**config.mk**
```make
export PLATFORM = sky130hd
export DESIGN_NAME = uart_mem_xfer
export DESIGN_NICKNAME = d
export VERILOG_FILES = /design/src/rtl/uart_mem_xfer.sv
export SDC_FILE = /design/constraint.sdc
export NUM_CORES = 1
export LEC_CHECK = 0
export CORE_AREA = 2 2 149 151
export DETAILED_ROUTE_END_ITERATION = 16
export DIE_AREA = 0 0 151 153
export PLACE_DENSITY = 0.72
export SYNTH_ARGS = -nofsm -noshare
export SYNTH_HDL_FRONTEND = slang
export SYNTH_SLANG_ARGS = --single-unit
export TNS_END_PERCENT = 50
```
**constraint.sdc**
```tcl
create_clock -name clk -period 2.7 [get_ports clk]
set_input_delay 0.54 -clock clk [delete_from_list [all_inputs] [get_ports clk]]
set_output_delay 0.54 -clock clk [all_outputs]
set_load 0.005 [all_outputs]
```
**src/rtl/uart_mem_xfer.sv**
```systemverilog
// UART-to-memory loader and memory-to-UART dumper; width, depth, read latency and byte order are parameters.
// Define UART_MEM_CHKSUM_EN to add a trailing modulo-256 checksum byte and the chk_err port.
module uart_mem_xfer #(
    parameter int DATA_W     = 32,
    parameter int ADDR_W     = 32,
    parameter int DEPTH      = 256,
    parameter int RD_LAT     = 1,
    parameter int MSB_FIRST  = 1,
    parameter int RX_TIMEOUT = 100000
) (
    input  logic                   clk,
    input  logic                   rst,
    input  logic                   start_load,
    input  logic                   start_dump,
    input  logic [ADDR_W-1:0]      base_addr,
    input  logic [$clog2(DEPTH):0] word_count,
    input  logic                   rx_dv,
    input  logic [7:0]             rx_byte,
    output logic                   tx_dv,
    output logic [7:0]             tx_byte,
    input  logic                   tx_active,
    input  logic                   tx_done,
    output logic [ADDR_W-1:0]      mem_addr,
    output logic                   mem_we,
    output logic [DATA_W-1:0]      mem_wdata,
    input  logic [DATA_W-1:0]      mem_rdata,
    output logic                   busy,
    output logic                   load_done,
    output logic                   dump_done,
`ifdef UART_MEM_CHKSUM_EN
    output logic                   err_timeout,
    output logic                   chk_err
`else
    output logic                   err_timeout
`endif
);
    localparam int NB     = DATA_W / 8;
    localparam int BC_W   = (NB > 1) ? $clog2(NB) : 1;
    localparam int CNT_W  = $clog2(DEPTH) + 1;
    localparam int TO_W   = $clog2(RX_TIMEOUT + 1);
    localparam int STAGES = RD_LAT - 1;

    typedef enum logic [2:0] {
        IDLE, LOAD, LOAD_WR, DUMP_RD, DUMP_WAIT, DUMP_TX, DUMP_ACK
    } state_t;

    state_t            state;
    logic [CNT_W-1:0]  cnt, idx;
    logic [BC_W-1:0]   bcnt;
    logic [TO_W-1:0]   tcnt;
    logic [DATA_W-1:0] wbuf, sbuf;
    logic [STAGES:0]   vld_pipe;
`ifdef UART_MEM_CHKSUM_EN
    logic [7:0]        csum;
    logic              chk_phase;
`endif

    logic [CNT_W-1:0]  eff_cnt, idx_nxt;
    logic [DATA_W-1:0] rx_ext, word_nxt;
    logic [7:0]        tx_sel;
    logic              last_byte, load_end;

    assign eff_cnt   = (word_count == '0 || word_count > CNT_W'(DEPTH)) ? CNT_W'(DEPTH) : word_count;
    // idx is bumped during LOAD_WR, so decisions taken in that cycle look one word ahead
    assign idx_nxt   = (state == LOAD_WR) ? idx + CNT_W'(1) : idx;
    assign load_end  = (idx_nxt == cnt);
    assign last_byte = (bcnt == BC_W'(NB - 1));
    assign rx_ext    = DATA_W'(rx_byte);
    assign word_nxt  = (MSB_FIRST != 0) ? ((wbuf << 8) | rx_ext)
                                        : ((wbuf >> 8) | (rx_ext << (DATA_W - 8)));
    assign tx_sel    = (MSB_FIRST != 0) ? sbuf[DATA_W-1 -: 8] : sbuf[7:0];

`ifdef UART_MEM_CHKSUM_EN
    function automatic logic [7:0] byte_sum(input logic [DATA_W-1:0] w);
        logic [7:0] s;
        s = '0;
        for (int k = 0; k < NB; k++) s = s + w[8*k +: 8];
        return s;
    endfunction
`endif

    always_ff @(posedge clk) begin
        if (rst) begin
            state       <= IDLE;
            cnt         <= '0;
            idx         <= '0;
            bcnt        <= '0;
            tcnt        <= '0;
            wbuf        <= '0;
            sbuf        <= '0;
            vld_pipe    <= '0;
            tx_dv       <= 1'b0;
            tx_byte     <= '0;
            mem_addr    <= '0;
            mem_we      <= 1'b0;
            mem_wdata   <= '0;
            busy        <= 1'b0;
            load_done   <= 1'b0;
            dump_done   <= 1'b0;
            err_timeout <= 1'b0;
`ifdef UART_MEM_CHKSUM_EN
            csum        <= '0;
            chk_phase   <= 1'b0;
            chk_err     <= 1'b0;
`endif
        end else begin
            mem_we   <= 1'b0;
            tx_dv    <= 1'b0;
            vld_pipe <= vld_pipe << 1;
            case (state)
                IDLE: begin
                    if (start_load || start_dump) begin
                        load_done   <= 1'b0;
                        dump_done   <= 1'b0;
                        err_timeout <= 1'b0;
                        mem_addr    <= base_addr;
                        cnt         <= eff_cnt;
                        idx         <= '0;
                        bcnt        <= '0;
                        tcnt        <= '0;
                        busy        <= 1'b1;
`ifdef UART_MEM_CHKSUM_EN
                        csum        <= '0;
                        chk_phase   <= 1'b0;
                        chk_err     <= 1'b0;
`endif
                        state       <= start_load ? LOAD : DUMP_RD;
                    end
                end
                LOAD, LOAD_WR: begin
                    if (state == LOAD_WR) begin
                        idx      <= idx_nxt;
                        mem_addr <= mem_addr + ADDR_W'(NB);
                    end
                    if (rx_dv && !load_end) begin
                        tcnt <= '0;
                        wbuf <= word_nxt;
                        if (last_byte) begin
                            bcnt      <= '0;
                            mem_wdata <= word_nxt;
                            mem_we    <= 1'b1;
                            state     <= LOAD_WR;
`ifdef UART_MEM_CHKSUM_EN
                            csum      <= csum + byte_sum(word_nxt);
`endif
                        end else begin
                            bcnt  <= bcnt + BC_W'(1);
                            state <= LOAD;
                        end
                    end
`ifdef UART_MEM_CHKSUM_EN
                    else if (rx_dv) begin
                        chk_err   <= (rx_byte != csum);
                        load_done <= 1'b1;
                        busy      <= 1'b0;
                        state     <= IDLE;
                    end
`else
                    else if (load_end) begin
                        load_done <= 1'b1;
                        busy      <= 1'b0;
                        state     <= IDLE;
                    end
`endif
                    else if (state == LOAD_WR) begin
                        state <= LOAD;
                    end else if (bcnt != '0) begin
                        // stalled mid-word: drop the partial word but keep the load running
                        if (tcnt == TO_W'(RX_TIMEOUT - 1)) begin
                            bcnt        <= '0;
                            tcnt        <= '0;
                            err_timeout <= 1'b1;
                        end else begin
                            tcnt <= tcnt + TO_W'(1);
                        end
                    end
                end
                DUMP_RD: begin
                    vld_pipe <= (STAGES + 1)'(1);
                    state    <= DUMP_WAIT;
                end
                DUMP_WAIT: begin
                    if (vld_pipe[STAGES]) begin
                        sbuf  <= mem_rdata;
                        bcnt  <= '0;
                        state <= DUMP_TX;
                    end
                end
                DUMP_TX: begin
                    if (!tx_active) begin
                        tx_dv <= 1'b1;
                        sbuf  <= (MSB_FIRST != 0) ? (sbuf << 8) : (sbuf >> 8);
                        state <= DUMP_ACK;
`ifdef UART_MEM_CHKSUM_EN
                        if (chk_phase) begin
                            tx_byte <= csum;
                        end else begin
                            tx_byte <= tx_sel;
                            csum    <= csum + tx_sel;
                        end
`else
                        tx_byte <= tx_sel;
`endif
                    end
                end
                DUMP_ACK: begin
                    if (tx_done) begin
`ifdef UART_MEM_CHKSUM_EN
                        if (chk_phase) begin
                            dump_done <= 1'b1;
                            busy      <= 1'b0;
                            state     <= IDLE;
                        end else
`endif
                        if (last_byte) begin
                            if (idx + CNT_W'(1) == cnt) begin
`ifdef UART_MEM_CHKSUM_EN
                                chk_phase <= 1'b1;
                                state     <= DUMP_TX;
`else
                                dump_done <= 1'b1;
                                busy      <= 1'b0;
                                state     <= IDLE;
`endif
                            end else begin
                                idx      <= idx + CNT_W'(1);
                                mem_addr <= mem_addr + ADDR_W'(NB);
                                bcnt     <= '0;
                                state    <= DUMP_RD;
                            end
                        end else begin
                            bcnt  <= bcnt + BC_W'(1);
                            state <= DUMP_TX;
                        end
                    end
                end
                default: state <= IDLE;
            endcase
        end
    end
endmodule

```
Yosys cells after proc, flatten, opt, wreduce, memory -nomap -nowiden

Index checks and enable logic that the tools add are counted.

Flip-flop bits (word level): 175
Input port bits: 88

Order comparisons: 1
Add/subtract/negate cells: 4
Reductions and logical operators: 28
Equality and inequality tests: 30
Bitwise logic cells: 5
Multiplexer cells: 72

Operator list:

| cell                                                  | number |
|---|---|
| two-way mux 32 bit                                    | 7 |
| two-way mux 17 bit                                    | 6 |
| case mux 32 bit (3 select lines)                      | 1 |
| case mux 32 bit (2 select lines)                      | 1 |
| two-way mux 9 bit                                     | 7 |
| case mux 17 bit (2 select lines)                      | 1 |
| adder 32 x 3 -> 32 bit (second input constant)        | 1 |
| OR 32 x 8 -> 32 bit                                   | 1 |
| two-way mux 2 bit                                     | 14 |
| != test 2 bit (second input constant)                 | 14 |
| case mux 9 bit (3 select lines)                       | 1 |
| two-way mux 3 bit                                     | 8 |
| two-way mux 1 bit                                     | 20 |
| == test 9 bit                                         | 2 |
| case mux 3 bit (6 select lines)                       | 1 |
| adder 17 x 1 -> 17 bit (second input constant)        | 1 |
| == test 17 bit (second input constant)                | 1 |
| != test 3 bit (second input constant)                 | 5 |
| AND reduction 5 bit                                   | 3 |
| AND reduction 7 bit                                   | 2 |
| adder 9 x 1 -> 9 bit (second input constant)          | 1 |
| == test 3 bit (second input constant)                 | 3 |
| greater-than comparator 9 bit (second input constant) | 1 |
| zero test 9 bit                                       | 1 |
| 23 further kinds                                      | 37 |

Depth between registers and ports, before layout

Word-level depth: 7
Gate-level depth with buffers: 14

Least setup slack after synthesis

OpenSTA, ideal clock, no wires.

Kind: flip-flop to flip-flop
Start point: reg idx[1]
End point: reg tcnt[12]
Buffers on the path: 4
Period minus slack after synthesis: 2.878 ns
Setup time: 0.074 ns
Data arrival time: 2.804 ns
Stages on the path, launching flop included: 13
Setup slack: -0.178 ns
Cell sequence: dfxtp_1 > ha_1 > buf_2 > nand3_1 > clkbuf_1 > o311a_1 > o311a_2 > and4_1 > buf_6 > or2_1 > buf_2 > or4_1 > a31oi_1

Longest elaborated chain between the ends: 7
Elaborated cells on any way between the ends: 11

RTL lines:

| item                                                                              | RTL line | source |
|---|---|---|
| start: declaration                                                                | 48       | `logic [CNT_W-1:0] cnt, idx;` |
| start signal: assignment                                                          | 132      | `idx <= idx_nxt;` |
| start signal: assignment                                                          | 226      | `idx <= idx + CNT_W'(1);` |
| adder 9 x 1 -> 9 bit                                                              | 65       | `assign idx_nxt = (state == LOAD_WR) ? idx + CNT_W'(1) : idx;` |
| two-way mux 9 bit (*)                                                             | 65       |  |
| == test 9 bit (*)                                                                 | 66       | `assign load_end = (idx_nxt == cnt);` |
| zero test 1 bit                                                                   | 135      | `if (rx_dv && !load_end) begin` |
| logical AND 1 bit                                                                 | 135      |  |
| != test 3 bit (no line) or two-way mux 17 bit (tied branches)                     | --       |  |
| AND reduction 5 bit (no line) or case mux 17 bit (2 select lines) (tied branches) | --       |  |
| end signal: assignment                                                            | 174      | `tcnt <= tcnt + TO_W'(1);` |
| end: declaration                                                                  | 50       | `logic [TO_W-1:0] tcnt;` |

Every way passes the cells marked *; elsewhere a longest branch is shown, timed or not.
A chain may end at the register's enable or synchronous reset.

Final worst setup path

Start point: reg state[0]
End point: reg tcnt[9]

Longest elaborated chain between the ends: 7
Elaborated cells on any way between the ends: 16

RTL lines:

| item                                                                              | RTL line     | source |
|---|---|---|
| start: declaration                                                                | 47           | `state_t state;` |
| start signal: assignment                                                          | 127          | `state <= start_load ? LOAD : DUMP_RD;` |
| == test 3 x 2 -> 1 bit                                                            | 65, 110, 165 |  |
| two-way mux 9 bit                                                                 | 65           |  |
| == test 9 bit                                                                     | 66           |  |
| zero test 1 bit                                                                   | 135          |  |
| logical AND 1 bit                                                                 | 135          |  |
| != test 3 bit (no line) or two-way mux 17 bit (tied branches)                     | --           |  |
| AND reduction 5 bit (no line) or case mux 17 bit (2 select lines) (tied branches) | --           |  |

Several ways; a longest one is shown, not always the timed one.

==> reports/metrics.yaml <==
run_status:
  status: "finished, final reports clean"
timing:
  fin_skew_ns: 0.0130
  setup_ws_ns: 0.0712
  drv_slew: 0
  period_needed_ns: 2.63
  tns_ns: 0
  timing.final.crit_share: 0.974
  clock.fmax_mhz: 380
  tightest_slew_ns: 0.707
  relSlewSlack: 0.522
  setup_viol: 0
  holdWs_ns: 0.455
  rsz0062_at_grt: "yes"
  finalHoldViolations: 0
clock_tree:
  numCtsBuffers: 17
  cts.clk_slew.worst_paths_ns: 0.07
  clock_latency_ns: 0.44
  cts_sinks: 175
  htreeDepth: 4
  cts_tree: "done"
  cts_hold_buf: 0
  cts_buffer_depth: 2
  cts-root-buf: "clkbuf_16"
logic_synthesis:
  syn_inst: 1098
  synth_area_um2: 8490
  synth_edf_count: 0
  syn_nets: 1192
  synthMuxAreaShare: 0.0318
  ys.flop_type: "dfxtp_1"
  synthAdderAreaFrac: 0.00885
  synth_xor_area_frac: 0.0227
  synth_compound_area_frac: 0.196
  synth_top_family_by_area: "simple AND/OR/NAND/NOR gates"
  synthArstFlopShare: 0
  ys_ff_latch: 175
  synth-seq-area-share: 0.413
  syn-mean-instance-area_um2: 7.73
  ys_types: 66
  synth-simple-area-share: 0.279
  yosys_warnings: 0
placement:
  dp_hpwl_mm: 16.3
  post-place-ws_ns: -0.175
  port_buffers: 165
  gp_congestion: 0.922
  place_area_um2: 10800
  dp.cells: 1522
finish:
  multi_input_area_um2: 4730
  final_cell_area_um2: 11700
  fillerInstances: 2018
  final_cells: 1567
  final_cell_mix: "203 x nand2_1, 167 x dfxtp_1, 164 x clkdlybuf4s50_1"
  diodes: 0
  layout-drive-gt1-share: 0.122
  utilization: 0.544
  fin_nets: 1368
  seq_area_um2: 3520
  area_growth_pct: 37.7
  final_common_cell: "nand2_1"
critical_path:
  critPathBufInv: 0
  required_ns: 3.06
  path_delay_family: "compound AO/OA/AOI/OAI gates"
  cpMaxStageDelayCell: "or4_4"
  slowest_delay_ns: 0.47
  critPathMaxFanout: 7
  cp.arrival_ns: 2.99
  path_cells: "nor3b_4, o21ai_1, o311a_1, a211oi_4, nand3_2, a21o_4, or4_4, a31oi_1"
  crit_type: "reg2reg"
  crit_path_end_kind: "flip-flop"
  worstSetupStartpointType: "flip-flop"
die:
  start_util: 0.395
  die_y_um: 153
  ios: 166
  core-area_um2: 21500
  die_w_um: 151
  num_rows: 54
  dieArea_um2: 23100
routing:
  vias: 8561
  drt-pass1-iter-count: 5
  ant_nets: 0
  avgRoutedWirePerCell_um: 15.8
  routed_wl_mm: 24.8
  vias_per_cell: 5.46
  drc: 0
  drtIter0Drc: 566
global_route:
  overflow: 0
  grt_pass1_wl_mm: 38.8
  grt_max_degree: 81
  antenna_found_initial: 0
  grt_use_total: 0.202
  grt_pass1_vias: 7784
job:
  cap_violations: 0
min_path:
  hold_class: "reg2reg"
power:
  power_density_nw_per_um2: 810
  vdd_drop_max_uv: 466
  power_mw: 9.47
  p_leak_nw: 4.09
metal layers:
metal | GRT usage | vias to the layer above | wire length, um
li1 | - | 4249 | -
met2 | 0.327 | 260 | 11600
met4 | 0.0458 | 0 | 235
met1 | 0.269 | 4036 | 11200
met5 | 0 | - | 0
met3 | 0.0543 | 16 | 1840
registers in the layout, summed over array words and instances (netlist names), 8 cells and up:
signal / flops
cnt: 9
idx: 9
mem_addr: 32
mem_wdata: 32
sbuf: 32
tcnt: 17
tx_byte: 8
wbuf: 24
final cells by class:
cell class | count | share of cell area
Multi-Input combinational cell | 824 | 0.405
Tap cell | 280 | 0.0300
Clock inverter | 15 | 0.0184
Sequential cell | 175 | 0.301
Clock buffer | 17 | 0.0364
Inverter | 15 | 0.00482
Timing Repair Buffer | 241 | 0.205
worst register-to-register path: cells and delay by family, from the launching register on:
family	cells	cell delay, ns
AO/OA/AOI/OAI	5	1.25
AND/OR/NAND/NOR	3	0.97
flip-flops	1	0.34
cells in the mapped netlist, types with 7 or more instances:
library cell	instances	area [um2]
nand2_1	204	766
o31ai_1	10	75.1
clkbuf_1	60	225
buf_2	16	80.1
nand4_1	14	87.6
nand2b_1	8	50.1
mux2i_1	27	270
a21oi_1	96	480
xnor2_1	15	131
dfxtp_1	175	3500
nand3_1	65	325
o21ai_0	39	195
a211oi_1	13	97.6
nor3_1	13	65.1
or4_1	10	75.1
xor2_1	7	61.3
and2_1	7	43.8
o22ai_1	7	43.8
nor4_1	10	62.6
a31oi_1	11	68.8
nor2_1	115	432
a311oi_1	28	245
a22oi_1	19	143
and3_1	16	100
inv_1	15	56.3
nand3b_1	10	75.1
worst paths after layout:
check,startpoint,end,slack (ns),cells past startpoint
setup / recovery,state[0],tcnt[9],0.07,8
hold / removal,mem_wdata[21],mem_wdata[21],0.45,2
setup reg to reg,state[0],tcnt[9],0.07,8
hold reg to reg,mem_wdata[21],mem_wdata[21],0.45,2
kinds of logic (layout without fill, tap and decap cells):
kind of cell,after synthesis,in the layout
AND/OR/NAND/NOR,508,509
AO/OA/AOI/OAI,260,260
flip-flops,175,175
buffers and inverters,100,288
multiplexers,27,27
XOR/XNOR,22,22
adder cells (fa/ha/maj),6,6
timing repair:
action,4_1_cts,5_1_grt
setup buffers,0,8
pin swaps,1,22
setup endpoints to repair,42,92
cloned,0,5
gates resized for setup,6,28
where the power goes:
group,internal [mW],switching [mW],total [mW]
logic,1.73,1.94,3.67
clock network,1.36,1.25,2.61
registers,2.87,0.310,3.18
Power figures use the tool's default switching activity.
